$ cat config.mk
export PLATFORM = sky130hd
export DESIGN_NAME = task_ctrl_unit
export DESIGN_NICKNAME = d
export VERILOG_FILES = /design/src/rtl/task_ctrl_unit.sv
export SDC_FILE = /design/constraint.sdc
export NUM_CORES = 1
export LEC_CHECK = 0
export ABC_CLOCK_PERIOD_IN_PS = 3120
export CAP_MARGIN = 5
export CORE_AREA = 2 2 59 75
export CTS_CLUSTER_DIAMETER = 40
export DETAILED_ROUTE_END_ITERATION = 8
export DIE_AREA = 0 0 61 77
export PLACE_DENSITY = 0.93
export SETUP_SLACK_MARGIN = 0.02
export SYNTH_ARGS = -nofsm -noshare
export SYNTH_HDL_FRONTEND = slang
export SYNTH_SLANG_ARGS = --single-unit
$ cat constraint.sdc
create_clock -name CLK -period 3.12 [get_ports CLK]
set_clock_uncertainty 0.15 [all_clocks]
set_input_delay 0.312 -clock CLK [delete_from_list [all_inputs] [get_ports CLK]]
set_output_delay 0.312 -clock CLK [all_outputs]
set_load 0.05 [all_outputs]
$ cat src/rtl/task_ctrl_unit.sv
// rtl/task_ctrl_unit.sv - per-task lifecycle, priority aging and budget control for the scheduler
module task_ctrl_unit #(
  parameter logic [3:0] TASK_ID      = 4'h9,
  parameter int         PRIO_W       = 8,
  parameter int         HIT_W        = 8,
  parameter int         HIT_INIT     = 128,
  parameter int         AGE_PERIOD   = 10000,
  parameter int         WAIT_TIMEOUT = 0
) (
  input  logic                CLK,
  input  logic                RST,
  input  logic [15:0]         in_op,
  input  logic                op_valid,
  output logic [4+PRIO_W-1:0] out_sorter,
  output logic                out_valid,
  output logic [1:0]          state_o,
  output logic [HIT_W-1:0]    exe_hit_o
);

  typedef enum logic [1:0] {
    ST_READY = 2'b00,
    ST_SUSP  = 2'b01,
    ST_WAIT  = 2'b10,
    ST_TERM  = 2'b11
  } state_e;

  localparam int AGE_W  = (AGE_PERIOD > 1) ? $clog2(AGE_PERIOD) : 1;
  localparam int WAIT_W = (WAIT_TIMEOUT > 1) ? $clog2(WAIT_TIMEOUT) : 1;
  localparam int PRIO_EXT_W = (PRIO_W > 4) ? PRIO_W : 4;
  localparam int HIT_EXT_W  = (HIT_W > 4) ? HIT_W : 4;

  localparam logic [AGE_W-1:0]  AGE_LAST  = AGE_W'(AGE_PERIOD - 1);
  localparam logic [WAIT_W-1:0] WAIT_LAST = WAIT_W'((WAIT_TIMEOUT > 0) ? WAIT_TIMEOUT - 1 : 0);
  localparam logic [PRIO_W-1:0] PRIO_MAX  = '1;

  state_e              state_q, state_d;
  logic [PRIO_W-1:0]   prio_q, prio_d;
  logic [HIT_W-1:0]    hit_q, hit_d;
  logic [AGE_W-1:0]    age_q, age_d;
  logic [WAIT_W-1:0]   wait_q, wait_d;

  logic [3:0]          op_id;
  logic [3:0]          op_code;
  logic [3:0]          op_arg;
  logic                cmd_hit;
  logic                eligible;
  logic [PRIO_EXT_W-1:0] arg_prio;
  logic [HIT_EXT_W-1:0]  arg_hit;
  logic                unused_reserved;

  assign op_id    = in_op[11:8];
  assign op_code  = in_op[7:4];
  assign op_arg   = in_op[3:0];
  assign arg_prio = PRIO_EXT_W'(op_arg);
  assign arg_hit  = HIT_EXT_W'(op_arg);

  // Reserved opcode bits carry no meaning for this block.
  assign unused_reserved = ^in_op[15:12];

  // Commands are accepted for our id or the broadcast id; a terminated task ignores everything.
  assign cmd_hit  = op_valid && ((op_id == TASK_ID) || (op_id == 4'hF)) && (state_q != ST_TERM);
  assign eligible = (state_q == ST_READY) && (hit_q != '0);

  // Next-state: a command hit owns the cycle, so aging and the wait timeout only run on idle cycles.
  always_comb begin
    state_d = state_q;
    prio_d  = prio_q;
    hit_d   = hit_q;
    age_d   = age_q;
    wait_d  = wait_q;
    if (cmd_hit) begin
      case (op_code)
        4'h1: begin
          state_d = ST_READY;
          wait_d  = '0;
        end
        4'h2: state_d = ST_SUSP;
        4'h3: begin
          state_d = ST_WAIT;
          wait_d  = '0;
        end
        4'h4, 4'hC: state_d = ST_TERM;
        4'h5: begin
          prio_d = arg_prio[PRIO_W-1:0];
          age_d  = '0;
        end
        4'h6: hit_d = arg_hit[HIT_W-1:0];
        4'h7, 4'hF: begin
          if (eligible) begin
            hit_d  = hit_q - HIT_W'(1);
            prio_d = '0;
            age_d  = '0;
          end
        end
        default: ;
      endcase
    end else begin
      if (state_q == ST_READY) begin
        if (age_q == AGE_LAST) begin
          age_d = '0;
          if (prio_q != PRIO_MAX) begin
            prio_d = prio_q + PRIO_W'(1);
          end
        end else begin
          age_d = age_q + AGE_W'(1);
        end
      end
      if ((WAIT_TIMEOUT > 0) && (state_q == ST_WAIT)) begin
        if (wait_q == WAIT_LAST) begin
          state_d = ST_READY;
          wait_d  = '0;
        end else begin
          wait_d = wait_q + WAIT_W'(1);
        end
      end
    end
  end

  // Task state registers; reset returns the task to a fresh READY with the initial budget.
  always_ff @(posedge CLK or posedge RST) begin
    if (RST) begin
      state_q <= ST_READY;
      prio_q  <= '0;
      hit_q   <= HIT_W'(HIT_INIT);
      age_q   <= '0;
      wait_q  <= '0;
    end else begin
      state_q <= state_d;
      prio_q  <= prio_d;
      hit_q   <= hit_d;
      age_q   <= age_d;
      wait_q  <= wait_d;
    end
  end

  assign out_valid  = eligible;
  assign out_sorter = eligible ? {TASK_ID, prio_q} : '0;
  assign state_o    = state_q;
  assign exe_hit_o  = hit_q;

endmodule

Yosys cells after proc, flatten, opt, wreduce, memory -nomap -nowiden. Index checks and enable logic that the tools add are counted.

ROM bits: 0. Bits in latches: 0. RAM bits: 0. Output and inout bits: 23. Register bits: 32. Word-level logic and storage cells: 56. Memories: 0.

Multiply operators: 0. Bitwise gates (word level): 0. Reductions and logical operators: 17. Divide/modulo/power cells: 0. Mux-type cells: 15. Shift operators: 0. Add/subtract/negate cells: 3. Equal/unequal tests: 17. $lt $le $gt $ge: 0.

Operator list (count): 14-bit 2-to-1 mux (4); 8-bit 2-to-1 mux (6); 8-bit one-hot mux with 2 select lines (2); 14-bit one-hot mux with 2 select lines (1); 4-bit by 3-bit == test with 1-bit output (second input constant) (4); 4-bit == test (second input constant) (4); 14-bit by 1-bit adder with 14-bit output (second input constant) (1); 14-bit == test (second input constant) (1); 12-bit 2-to-1 mux (1); 8-bit by 1-bit adder with 8-bit output (second input constant) (1); 4-bit by 2-bit == test with 1-bit output (second input constant) (2); 8-bit inequality test (second input constant) (1); 2-bit one-hot mux with 4 select lines (1); 2-bit nonzero test (4); 8-bit nonzero test (1); 8-bit by 1-bit subtractor with 8-bit output (second input constant) (1); 3-bit AND reduction (2); 5-bit AND reduction (1); 4-bit by 1-bit == test with 1-bit output (second input constant) (1); 2-bit inequality test (second input constant) (2); 4-bit nonzero test (1); 2-bit OR reduction (2); 1-bit logical AND (3); 3-bit by 1-bit inequality test with 1-bit output (second input constant) (1); 4 further kinds (4).

Logic depth before layout (Yosys ltp). Gate-level depths: netlist of the first run.

Depth in word-level cells: 6. Depth in mapped cells: 8.

Least setup slack after synthesis of the first run. Ideal clock, no wire load.

Path kind: register -> output. Start point: reg hit_q[0], in the netlist exe_hit_o[0]. End point: out out_sorter[0]. Stages on the path, launching flop included: 7. Data required time: 2.658 ns. Data arrival time: 3.219 ns. Path slack: -0.561 ns. Path buffers: 0. Cell sequence: dfrtp_1 inv_1 ha_1 nand2b_1 nor3_1 nor3_1 and2_1.

Longest elaborated chain between the ends: 3.

Ends and longest elaborated chain: start: declaration (line 38) `logic [HIT_W-1:0] hit_q, hit_d;`; start signal: assignment (line 124) `hit_q <= HIT_W'(HIT_INIT);`; start signal: assignment (line 130) `hit_q <= hit_d;`; 8-bit nonzero test (line 62) `assign eligible = (state_q == ST_READY) && (hit_q != '0);`; 1-bit logical AND (line 62); net out_valid (line 15) `output logic out_valid,`; 12-bit 2-to-1 mux (line 137) `assign out_sorter = eligible ? {TASK_ID, prio_q} : '0;`; end: declaration (line 14) `output logic [4+PRIO_W-1:0] out_sorter,`.

The timed path passes the listed nets, and every way through them passes these cells.

Worst setup path after layout of the first run.
Start point: reg hit_q[5], in the netlist exe_hit_o[5]. End point: out out_sorter[11].

Longest elaborated chain between the ends: 3.

Ends and longest elaborated chain (line): 8-bit nonzero test (62); 1-bit logical AND (62); 12-bit 2-to-1 mux (137).

No other way between the ends.

==> results of run 1 <==
==> worst max path at each step <==
stage                           to  slack, ps  cells after the start
finish              out_sorter[11]        140                      4
global route        out_sorter[11]         70                      6
CTS                 out_sorter[11]        150                      4
detailed placement       out_valid        540                      4
global placement         out_valid        570                      4
floorplan            out_sorter[0]         60                      6
==> area by class of cell <==
class / count / share of cell area
well taps: 56 / 0.0266
clock buffers: 8 / 0.0380
flip-flops and latches: 32 / 0.305
repair buffers: 42 / 0.145
inverters: 9 / 0.0128
multi-input cells: 204 / 0.472
==> where the power goes <==
part | internal, mW | total, mW | switching (mW)
sequential | 0.474 | 0.564 | 0.0909
clock | 0.201 | 0.363 | 0.161
combinational | 0.127 | 0.313 | 0.187
==> placed cells by master (no fill, tap or decap), types with 10 or more instances in the layout <==
cell type	synthesis	final
dfrtp_1	31	31
nor2_1	19	19
o21ai_0	22	22
a21oi_1	21	21
and2_1	10	10
nand2_1	29	29
clkdlybuf4s50_1	0	27
nor3_1	12	11
buf_4	4	15
==> worst max-delay path: stages, from the launching register on <==
cell             delay, ps
dfrtp_1                420
or4_4                  590
nor3_1                 350
nor3_2                 140
clkdlybuf4s50_1        730
==> per-stage QoR <==
stage | util | cells | setup slack (ps)
6_report | 0.658 | 351 | 142
5_1_grt | 0.658 | 351 | 65.1
4_1_cts | 0.658 | 351 | 151
3_5_place_dp | 0.633 | 343 | 543
3_3_place_gp | 0.633 | 343 | 566
2_1_floorplan | - | 260 | 55.8
==> routing by layer <==
metal | wire [um] | vias up | GRT usage | share of wire
met2 | 2900 | 66 | 0.426 | 0.54
li1 | - | 1022 | - | -
met1 | 2140 | 1012 | 0.291 | 0.40
met5 | 0 | - | 0 | 0
met4 | 72 | 0 | 0.0978 | 0.013
met3 | 240 | 6 | 0.0472 | 0.045
==> cells by family after synthesis <==
kind of cell    count (synthesis)  share of synthesized area
compound gates                 73                      0.216
mux                             3                     0.0139
buf+inv                        24                     0.0540
fa+ha+maj                       4                     0.0232
other cells                     1                    0.00174
xor+xnor                        3                     0.0122
flops                          32                      0.372
simple gates                  119                      0.306
==> registers in the layout, summed over array words and instances (netlist names) <==
register   flops
age_q         14
exe_hit_o      8
prio_q         8
state_o        2
==> impl_results.md, run 1 <==
* Status: finished clean
* Vias in the first global route at 2042
* Ys Warns at 0
* PnR Total Power at 1.24 mW
* EDFF count, synth at 0
* Hold Buf Count CTS at 0
* Largest net degree at the start of global routing at 22
* Area after DPL at 2530 um2
* Setup CP Type: reg2out
* Die area at 4700 um2
* GR Util All Layers at 0.247
* # IOs at 42
* H-tree depth at 2
* Commonest cells in the netlist: 31 x dfrtp_1, 29 x nand2_1, 22 x o21ai_0, 21 x a21oi_1, 19 x nor2_1
* Site Rows at 26
* Post-CTS setup buffers at 0
* Top FF cell, synth: dfrtp_1
* Flops & latches, synth at 32
* Post-DR vias/cell at 6.00
* Max Cap Viol at 0
* Die H at 77 um
* Port Buf Inserts at 35
* Ant. Diodes at 0
* P&R area growth vs syn at 22.3%
* Setup_tns at 0 ps
* Initial detailed-routing violation count at 76
* Distinct cells, synth at 59
* Reg-to-Reg Start: exe_hit_o[0]$_DFFE_PP0P_
* Unrepaired setup endpoints after global routing: no
* Critical path capture point type: output port
* GP Congestion at 0.872
* Post-CTS Resized at 0
* Clock tree buffer depth at 2
* Grt total ovfl at 0
* Post-synth ARST share at 1.00
* Remaining DRCs at 0
* CP max FO at 5
* FF/Latch Area at 802 um2
* Period minus WS final at 2980 ps
* Fin crit share at 0.954
* Cell taking the most area after synthesis: dfrtp_1
* Hold_ws at 334 ps
* Max Clock Freq at 336 MHz
* Post-DR wirelength/cell at 15.3 um
* Global-route wire length before repair at 8.96 mm
* Share of layout cells above drive strength 1 at 0.112
* Leakage at 1.09 nW
* Core Area at 4000 um2
* Initial Util at 0.538
* DRT Pass-1 Iters at 4
* CP arrival at 2520 ps
* R2R depth at 8
* Top cells by area, synth: dfrtp_1 36%, o21ai_0 5.1%, nand2_1 5.1%
* FF-to-FF End: exe_hit_o[2]$_DFFE_PP0P_
* Synth Instances at 259
* Root Driver: clkbuf_8
* Layout net count at 317
* Post-DRT Antenna Nets at 0
* R2R Setup Slk at 760 ps
* Final Hold Vio Count at 0
* PwrDens at 471 nW/um2
* Max-slew headroom at 0.444
* Crit path from: exe_hit_o[5]$_DFFE_PP0P_
* Num CTS Buffers at 5
* Clk pin slew, worst setup/hold paths at 70 ps
* Initial antenna violation count at 0
* Die W at 61 um
* Post-Syn Area at 2150 um2
* Footprint of the multi-input gates at 1240 um2
* Final instance area at 2630 um2
* Max Slew Vio Count at 0
* Max VDD drop at 0.339 mV
* Skew-Pair Late Insertion Delay at 290 ps
* Startpoint type of the worst setup path: flip-flop
* Fillers at 317
* Hold WC Path Type: in2async
* TritonCTS clock tree: yes
* Syn avg cell area at 8.31 um2
* Top-area cell type share of the netlist area at 0.360
* Tightest Pin Transition at 832 ps
* Seq/Total Area, Yosys at 0.372
* Endpoints failing setup at 0
* WL final at 5.36 mm
* Vias at 2106
* Critical Path RT at 2660 ps
* Most frequent cell after synthesis: dfrtp_1
* Sink Count at 32
* DPL Wire Length at 3.90 mm
(Power assumes the default switching activity.)
==> run 2: changes to the inputs <==
--- a/config.mk
+++ b/config.mk
@@ -7,11 +7,13 @@
 export LEC_CHECK = 0
 export ABC_CLOCK_PERIOD_IN_PS = 3120
 export CAP_MARGIN = 5
-export CORE_AREA = 2 2 59 75
+export CELL_PAD_IN_SITES_DETAIL_PLACEMENT = 0
+export CELL_PAD_IN_SITES_GLOBAL_PLACEMENT = 1
+export CORE_AREA = 2 2 68 87
 export CTS_CLUSTER_DIAMETER = 40
 export DETAILED_ROUTE_END_ITERATION = 8
-export DIE_AREA = 0 0 61 77
-export PLACE_DENSITY = 0.93
+export DIE_AREA = 0 0 70 89
+export PLACE_DENSITY = 0.92
 export SETUP_SLACK_MARGIN = 0.02
 export SYNTH_ARGS = -nofsm -noshare
 export SYNTH_HDL_FRONTEND = slang
==> impl_results.md, run 2 (synthesized netlist as in run 1, its figures left out) <==
* DRT Pass-1 Iters at 4
* Status: finished clean
* Die H at 89 um
* Leakage at 1.09 nW
* PnR Total Power at 1.21 mW
* Setup_tns at 0 ps
* Ant. Diodes at 0
* CP Cell Sequence: or4_4, nor3_1, nor3_2, and2_1, buf_4
* R2R Setup Slk at 880 ps
* CP delay by family, top: simple AND/OR/NAND/NOR gates
* Tightest Pin Transition at 648 ps
* Max Slew Vio Count at 0
* Fillers at 527
* GR Util All Layers at 0.165
* Initial antenna violation count at 0
* Layout net count at 315
* Share of layout cells above drive strength 1 at 0.116
* PwrDens at 462 nW/um2
* Post-DRT Antenna Nets at 0
* Fin crit share at 0.878
* # IOs at 42
* Post-DR wirelength/cell at 13.7 um
* Period minus WS final at 2740 ps
* Initial Util at 0.404
* Remaining DRCs at 0
* Final core occ at 0.491
* Most frequent cells in the layout: 31 x dfrtp_1, 29 x nand2_1, 24 x clkdlybuf4s50_1, 22 x o21ai_0, 21 x a21oi_1
* Crit path buf inv count at 1
* Post-CTS setup buffers at 0
* Hold WC Path Type: in2async
* Root Driver: clkbuf_8
* Clock tree buffer depth at 2
* Endpoints failing setup at 0
* Critical path capture point type: output port
* Max VDD drop at 0.303 mV
* Global-route wire length before repair at 8.36 mm
* Critical Path RT at 2660 ps
* Post-DR vias/cell at 5.55
* Worst slack, placed at 602 ps
* Die area at 6230 um2
* CP arrival at 2280 ps
* CP max FO at 11
* Vias at 1975
* Unrepaired setup endpoints after global routing: no
* Port Buf Inserts at 35
* Vias in the first global route at 1888
* Max Cap Viol at 0
* CP max stage cell: or4_4
* Final WS setup at 381 ps
* Largest net degree at the start of global routing at 33
* Post-CTS Resized at 0
* Biggest register: age_q
* Sink Count at 32
* Setup CP Type: reg2out
* Die W at 70 um
* WL final at 4.87 mm
* Site Rows at 30
* Hold Buf Count CTS at 0
* Max Clock Freq at 365 MHz
* Skew-Pair Late Insertion Delay at 280 ps
* Initial detailed-routing violation count at 93
* Most common cell after layout, fill and taps aside: dfrtp_1
* Largest stage delay on the critical path at 560 ps
* H-tree depth at 2
* DPL Wire Length at 3.53 mm
* GP Congestion at 0.817
* TritonCTS clock tree: yes
* Max-slew headroom at 0.565
* Grt total ovfl at 0
* Largest register FFs at 14
* Final Hold Vio Count at 0
* Hold_ws at 280 ps
* Core Area at 5330 um2
* Startpoint type of the worst setup path: flip-flop
* P&R area growth vs syn at 21.5%
* Num CTS Buffers at 5
* Clk pin slew, worst setup/hold paths at 70 ps
## run 2: cell types whose count changed in the layout (fill, tap and decap cells not counted), sizes merged
cell           before  now
clkdlybuf4s50      27   24
buf                15   16
clkbuf              8    7
## run 2: worst paths after layout
path	startpoint	end	depth (start not counted)
worst max-delay path	exe_hit_o[4]$_DFFE_PP0P_	out_sorter[2]	5
worst min-delay path	RST	age_q[11]$_DFFE_PP0P_	3
worst max register to register	exe_hit_o[4]$_DFFE_PP0P_	exe_hit_o[6]$_DFFE_PP0P_	5
worst min register to register	exe_hit_o[7]$_DFFE_PP1P_	exe_hit_o[7]$_DFFE_PP1P_	2
max in group asynchronous	RST	exe_hit_o[7]$_DFFE_PP1P_	3
min in group CLK	exe_hit_o[7]$_DFFE_PP1P_	exe_hit_o[7]$_DFFE_PP1P_	2
## run 2: final cells by class
class                      count  area, um2  area share
multi-input combinational    204       1240       0.475
sequential                    32        802       0.307
timing repair buffer          40        360       0.138
clock buffer                   7       96.3      0.0368
tap                           64       80.1      0.0306
inverter                       9       33.8      0.0129
## run 2: per-layer routing
layer | routed length (um) | vias up | GRT usage
met2 | 2480 | 42 | 0.291
met5 | 0 | - | 0
met3 | 214 | 9 | 0.0395
met4 | 61 | 0 | 0.0612
met1 | 2110 | 915 | 0.197
li1 | - | 1009 | -
## run 2: power by group
| group | switching, mW | total, mW | leakage (nW) | internal, mW |
|---|---|---|---|---|
| clock network | 0.149 | 0.346 | 0.0503 | 0.196 |
| logic | 0.179 | 0.302 | 0.632 | 0.123 |
| registers | 0.0878 | 0.561 | 0.403 | 0.474 |
## run 2: per-stage QoR
stage	instances	cell area [um2]
3_3_place_gp	349	2520
3_5_place_dp	349	2520
6_report	356	2620
2_1_floorplan	260	2160
4_1_cts	356	2620
5_1_grt	356	2620
## run 2: worst reg2reg max path, delay by kind of cell, from the launching register on
family	cells	cell delay, ps
simple gates	3	1160
flops	1	420
compound gates	1	250
mux	1	190
==> edit: new RTL, flow settings as in run 2 <==
Register the outputs `out_sorter` and `out_valid`, without a reset; this adds one clock of latency there. The other outputs are not delayed to match.
--- a/src/rtl/task_ctrl_unit.sv
+++ b/src/rtl/task_ctrl_unit.sv
@@ -134,6 +134,8 @@
   end
 
-  assign out_valid  = eligible;
-  assign out_sorter = eligible ? {TASK_ID, prio_q} : '0;
+  always_ff @(posedge CLK) begin
+    out_sorter <= eligible ? {TASK_ID, prio_q} : '0;
+    out_valid  <= eligible;
+  end
   assign state_o    = state_q;
   assign exe_hit_o  = hit_q;
Behaviour: not the same (Yosys sat finds a counterexample within 4 cycles, from zero or initial values and one cycle with RST high).
==> edit against run 2 <==
Total power grew 29%. Routed wire length increased by 12%. Synthesized area up 8.7%. Design area up 8.5%. Setup slack gained 250 ps. Clock power grew 2%. Sequential cell count is 9 higher. Critical path depth unchanged. Cell count decreased by 0.84%.
==> edit: results <==
set metrics [dict create \
    status "finished, final reports clean" \
    reg2reg_from "age_q[11]" \
    critPathMaxFanout 8 \
    synthDistinctLibCells 58 \
    swShare_pct 38.2 \
    dr.pass1.iters 4 \
    ctsLongestPathBuffers 2 \
    cts_buffers 5 \
    timing.hold.ws_ps 247 \
    clock_latency_ps 300 \
    synthTopCellsByCount "dfrtp_1, nor2_1, nand2_1" \
    antenna_found_initial 0 \
    grt_max_degree 33 \
    drive_gt1_share_pct 9.34 \
    worstPathArrival_ps 2520 \
    drtIter0Drc 119 \
    fillers 515 \
    nNetsFinal 311 \
    worstRegToRegCells 5 \
    track_usage_pct 18.4 \
    first_global_vias 1933 \
    h-tree-depth 2 \
    path_clk_slew_ps 80 \
    async_reset_ff_share_pct 78.0 \
    hold_viol_final 0 \
    seq_area_frac_synth_pct 42.0 \
    yosysWarnings 0 \
    peakVddDrop_uv 399 \
    post_cts_buffers 0 \
    cts_resized 0 \
    wl_per_cell_um 15.5 \
    p_leak_nw 1.14 \
    r2r_slack_ps 630 \
    slew_headroom_pct 57.5 \
    synth_area_leaders "dfrtp_1, dfxtp_1, nor2_1, and2_1, mux2i_1" \
    hold_path.class "input port to async pin" \
    antenna_cells 0 \
    r2r-end "age_q[9]" \
    dp_hpwl_um 3950 \
    avgViaCountPerCell 5.82 \
    grt_pass1_wl_um 9110 \
    gp_congestion 0.795 \
]
-- edit: cell count changes in the layout (fill, tap and decap cells not counted), moves of 9 or more --
cell,change
a21oi_1,-13
buf_4,-9
clkdlybuf4s50_1,+11
dfxtp_1,+9
nand2_1,-9
nor3_1,-9
o21ai_0,-17
-- edit: cells by family after synthesis --
family,share of synthesized area [%]
other cells,0.160
simple gates,21.6
mux,4.38
compound gates,23.7
xor+xnor,1.50
fa+ha+maj,2.14
buf+inv,4.54
flops,42.0
-- edit: cell type report --
cell class	count	area [µm²]	area share [%]
multi-input combinational	190	1260	44.3
sequential	41	982	34.6
timing repair buffer	42	403	14.2
tap	64	80.1	2.82
clock buffer	5	68.8	2.43
inverter	8	30.0	1.06
clock inverter	3	17.5	0.617
-- edit: critical path, cell delays in order (launching register included) --
cell and delay, ps:
dfrtp_1 440, or4b_4 580, nor4_4 550, nor2_2 190, a32o_1 240, a211o_1 230
-- edit: per-stage QoR --
step | power (mW) | cells | area, µm² | worst slack [ps]
after floorplan | 1.06 | 254 | 2340 | 648
after global placement | 1.20 | 345 | 2750 | 384
after detailed placement | 1.22 | 345 | 2750 | 398
after CTS | 1.57 | 353 | 2840 | 621
after global routing | 1.66 | 353 | 2840 | 487
final | 1.56 | 353 | 2840 | 633
-- edit: power by group through the flow --
stage                     logic (mW)  registers, mW  clock network [mW]
after global routing           0.519          0.747               0.389
after CTS                      0.480          0.731               0.358
final                          0.477          0.733               0.353
after detailed placement       0.479          0.740                   0
after floorplan                0.227          0.830                   0
after global placement         0.469          0.734                   0
-- edit: worst max-delay path by stage --
stage	startpoint	slack, ps	end
2_1_floorplan	exe_hit_o[0]	650	exe_hit_o[7]
3_3_place_gp	in_op[10]	380	age_q[3]
3_5_place_dp	in_op[10]	400	age_q[3]
4_1_cts	age_q[11]	620	age_q[9]
5_1_grt	exe_hit_o[3]	490	age_q[9]
6_report	age_q[11]	630	age_q[9]
-- edit: metal layers --
| layer | up-vias | wire length, µm | GRT usage, % |
|---|---|---|---|
| li1 | 1005 | - | - |
| met1 | 986 | 2320 | 22.0 |
| met2 | 55 | 2840 | 33.6 |
| met3 | 9 | 228 | 3.04 |
| met4 | 0 | 84 | 6.47 |
| met5 | - | 0 | 0 |
